===== src/rtl/frame_sequencer.sv =====
// frame_sequencer: runs input-latch, physics and sprite-commit clients in order during vblank, then pulses swap.
module frame_sequencer #(
    parameter int V_ACTIVE = 480,
    parameter int TIMEOUT  = 50000
) (
    input  logic       clk,
    input  logic       rst,
    input  logic [9:0] row,
    input  logic       enable,
    input  logic       clr_fault,
    input  logic [2:0] done,
    output logic [2:0] start,
    output logic       busy,
    output logic       swap,
    output logic [7:0] frame_cnt,
    output logic       overrun,
    output logic [2:0] timeout_fault
);
    typedef enum logic [2:0] {IDLE, WAIT0, WAIT1, WAIT2, SWAP} state_t;
    state_t state, state_d;
    logic vb, vb_q, vb_rise, vb_fall;
    logic waiting, got, tmo, ovr_set;
    logic [1:0] idx;
    logic [2:0] to_set, start_d;
    logic [15:0] cnt, cnt_d;
    assign vb      = row >= 10'(V_ACTIVE);
    assign vb_rise = vb & ~vb_q;
    assign vb_fall = ~vb & vb_q;
    assign waiting = state == WAIT0 || state == WAIT1 || state == WAIT2;
    assign idx     = state == WAIT2 ? 2'd2 : state == WAIT1 ? 2'd1 : 2'd0;
    // done is ignored in the cycle the start pulse is still on the port
    assign got     = waiting && done[idx] && !start[idx];
    assign tmo     = waiting && !got && cnt == 16'(TIMEOUT - 1);
    always_comb begin
        state_d = state;
        ovr_set = 1'b0;
        to_set  = 3'b000;
        if (state == IDLE) begin
            state_d = (vb_rise && enable) ? WAIT0 : IDLE;
        end else if (vb_fall) begin
            state_d = IDLE;
            ovr_set = 1'b1;
        end else if (state == SWAP) begin
            state_d = IDLE;
        end else if (got || tmo) begin
            state_d     = state_t'(state + 3'd1);
            to_set[idx] = tmo;
        end
        cnt_d   = (waiting && state_d == state) ? cnt + 16'd1 : 16'd0;
        start_d = state_d == state ? 3'b000 :
                  state_d == WAIT0 ? 3'b001 :
                  state_d == WAIT1 ? 3'b010 :
                  state_d == WAIT2 ? 3'b100 : 3'b000;
    end
    always_ff @(posedge clk or posedge rst) begin
        if (rst) begin
            state         <= IDLE;
            vb_q          <= 1'b1;
            cnt           <= 16'd0;
            start         <= 3'b000;
            busy          <= 1'b0;
            swap          <= 1'b0;
            frame_cnt     <= 8'd0;
            overrun       <= 1'b0;
            timeout_fault <= 3'b000;
        end else begin
            state         <= state_d;
            vb_q          <= vb;
            cnt           <= cnt_d;
            start         <= start_d;
            busy          <= state_d != IDLE;
            swap          <= state_d == SWAP;
            frame_cnt     <= frame_cnt + 8'(state_d == SWAP);
            overrun       <= ovr_set | (overrun & ~clr_fault);
            timeout_fault <= to_set | (timeout_fault & ~{3{clr_fault}});
        end
    end
endmodule


===== config.mk =====
export PLATFORM = sky130hd
export DESIGN_NAME = frame_sequencer
export DESIGN_NICKNAME = d
export VERILOG_FILES = /design/src/rtl/frame_sequencer.sv
export SDC_FILE = /design/constraint.sdc
export NUM_CORES = 1
export LEC_CHECK = 0
export ABC_AREA = 0
export BUFFER_PORTS_ARGS = -buffer_cell sky130_fd_sc_hd__buf_2
export CAP_MARGIN = 20
export CORE_MARGIN = 4
export CORE_UTILIZATION = 59
export CTS_CLUSTER_DIAMETER = 80
export DETAILED_ROUTE_END_ITERATION = 10
export HOLD_SLACK_MARGIN = 0.12
export PLACE_DENSITY_LB_ADDON = 0.08
export SETUP_SLACK_MARGIN = 0.5
export SLEW_MARGIN = 10
export SYNTH_ARGS = -nofsm -noshare
export SYNTH_HDL_FRONTEND = slang
export SYNTH_SLANG_ARGS = --single-unit
export TNS_END_PERCENT = 1

===== constraint.sdc =====
create_clock -name clk -period 6.45 [get_ports clk]
set_clock_uncertainty 0.1 [all_clocks]
set_input_delay 0.3225 -clock clk [delete_from_list [all_inputs] [get_ports clk]]
set_output_delay 0.3225 -clock clk [all_outputs]
set_load 0.005 [all_outputs]

==> impl_metrics.ini <==
[pwr]
finalPower_mw = 0.436
combPwrFrac_pct = 7.8
pwr-share-clk_pct = 37.4
power_density_nw_per_um2 = 197
swShare_pct = 24.1
switching_power_mw = 0.105
ir_worst_vdd_mv = 0.161
p_leak_nw = 1.06
p_seq_share_pct = 54.8
power.internal_mw = 0.331

[hold_path]
min_path_type = primary input to flop
hp-start = row[9]

[synth]
synth_top_flop_cell = dfrtp_1
synth_top_area_share_pct = 46.7
syn_area_per_cell_um2 = 9.94
synth_fp_nets = 219
netlist_instances = 194
async_flop_share_pct = 100
synth_top_cells_by_area = dfrtp_1 47%, nor2_1 6.0%, xnor2_1 5.5%, ha_1 5.2%, nand2_1 4.1%
synth_enable_flop_cells = 0
yosysSeqAreaShare_pct = 48.1
ys_types = 47
yosysTopAreaCell = dfrtp_1
synth_seq_cells = 37
synth.yosys.warnings = 0
syn-cell-area_um2 = 1930

[place]
place_inst = 264
gp_congestion = 0.839
dpl.hpwl_mm = 2.79
port_buffers = 28

[cts]
clock_latency_ps = 360
clockBufferDepth = 2
cts.reportedPaths.clkPinSlew_ps = 120
cts.sinks = 37
cts-root-buf = clkbuf_4
numCtsBuffers = 5
htreeDepth = 2
cts_tree = built

[die]
io_pins = 34
die_w_um = 65.2
core_area_um2 = 3080
dieArea_um2 = 4250
rows = 20
die_h_um = 65.2
initial_core_util_pct = 62.6

[sta]
rsz0062_at_grt = no
fin_crit_sh_pct = 56.1
fin_setup_tns_ps = 0
report.final.slew_viol_count = 0
max-slew-margin-rel_pct = 60.0
finalSetupViolCount = 0
fin_crit_ps = 3620
worst_pin_slew_ps = 599
fmax_ghz = 0.276
hold_viol = 0

[setup_path]
crit_fanout = 9
criticalPathCategory = flop to flop
slowest_delay_ps = 560
crit_family = simple AND/OR/NAND/NOR gates
worstSetupStartpointType = flop
crit_path_cell_trace = clkinv_1, ha_1, or2_2, a21oi_1, nor3_2, or2_1, nor4_1, a41o_1, ha_1, ha_1, and3_1, nand3_1, xnor2_1
cp_slowest_cell = dfrtp_1
required_ps = 6610
reg2reg_from = state[0]$_DFF_PP0_
crit_arrival_ps = 3780
crit_start = state[0]$_DFF_PP0_
end_kind = flop
crit_top_cell = ha_1
cp_num_buf_inv = 1
rrSetupSlack_ps = 2830

[layout]
final_nets = 254
fillCellCount = 243
syn_to_final_growth_pct = 14.9
layout.cells.most_common_list = 36 x dfrtp_1, 31 x nor2_1, 28 x buf_2, 21 x nand2_1, 12 x xnor2_1
final_util_pct = 72.0
final_cells = 274
diodes = 0
drive_gt1_share_pct = 22.6
final_common_cell = dfrtp_1

[global_routing]
grt_use_total_pct = 19.7
grt_pass1_vias = 1498
grt_max_degree = 38
grt_antenna_before_repair = 0
overflow = 0
grt_first_pass_wirelength_mm = 6.44

[routing]
wl_mm = 3.71
routedWlPerCell_um = 13.6
drt-initial-drc-count = 84
drc_errors = 0
vias_per_cell = 5.42
ant_nets = 0
drt_first_pass_iters = 4
vias = 1484

[run]
max_cap_violations = 0

[run_status]
outcome = complete, no violations
==> power by group through the flow <==
| stage | clock network [mW] | logic [mW] | registers [mW] |
|---|---|---|---|
| floorplan | 0 | 0.0230 | 0.243 |
| global placement | 0 | 0.0319 | 0.243 |
| detailed placement | 0 | 0.0336 | 0.243 |
| CTS | 0.169 | 0.0346 | 0.239 |
| global route | 0.179 | 0.0394 | 0.239 |
| finish | 0.163 | 0.0340 | 0.239 |
==> worst paths after layout <==
path / endpoint / depth (start not counted)
worst max-delay path: frame_cnt[6]$_DFF_PP0_ / 13
worst min-delay path: vb_q$_DFF_PP1_ / 3
worst max register to register: frame_cnt[6]$_DFF_PP0_ / 13
worst min register to register: frame_cnt[7]$_DFF_PP0_ / 1
max in group asynchronous: vb_q$_DFF_PP1_ / 4
min in group asynchronous: cnt[6]$_DFF_PP0_ / 4
==> per-stage QoR <==
stage	setup slack [ps]	area (µm²)	hold WS, ps
detailed placement	2860	2110	348
floorplan	3250	1930	329
global route	2560	2210	185
CTS	2840	2210	148
finish	2830	2210	174
global placement	2960	2110	337
==> tightest hold or removal path: cells and delay by family <==
kind	cells	cell delay (ps)
buffers and inverters	2	190
AO/OA/AOI/OAI	1	60
==> cells in the mapped netlist (3+ instances only) <==
library cell and instances:
ha_1 8, nand2_1 21, nand3_1 8, dfrtp_1 36, and3_1 3, xnor2_1 12, xor2_1 9, a21oi_1 5
nor4_1 4, inv_1 10, nor4b_1 3, nor2_1 31
==> final cells by class <==
type	count	area, µm²	share of cell area (%)
multi-input combinational	143	940	42.4
sequential	37	927	41.9
timing repair buffer	31	168	7.57
tap	44	55.1	2.49
clock inverter	3	46.3	2.09
inverter	11	41.3	1.86
clock buffer	5	37.5	1.69
==> cell families after synthesis <==
logic type | Yosys count | share of synthesized area (%)
XOR/XNOR | 21 | 9.54
AO/OA/AOI/OAI | 21 | 8.50
AND/OR/NAND/NOR | 91 | 24.4
multiplexers | 2 | 1.10
buffers and inverters | 14 | 3.18
flip-flops | 37 | 48.1
adder cells (fa/ha/maj) | 8 | 5.19
==> repair_timing <==
action,4_1_cts,5_1_grt
hold buffers,2,0
hold endpoints to repair,37,0
buffers inserted,0,0
resized for setup,0,0
setup endpoints to repair,0,0
==> sequential cells by signal (all words and copies together) (netlist names) <==
name and cells:
busy 1, cnt 16, frame_cnt 8, overrun 1, start 3, state 3, swap 1, timeout_fault 3
vb_q 1
==> per-layer routing <==
metal | track usage [%] | wire length [µm] | part of all wire [%] | vias up
met5 | 0 | 0 | 0 | -
met4 | 9.59 | 78 | 2.1 | 0
met3 | 4.27 | 191 | 5.1 | 9
met2 | 34.1 | 1900 | 51 | 38
met1 | 23.1 | 1550 | 42 | 700
li1 | - | - | - | 737
(Power assumes the default switching activity.)
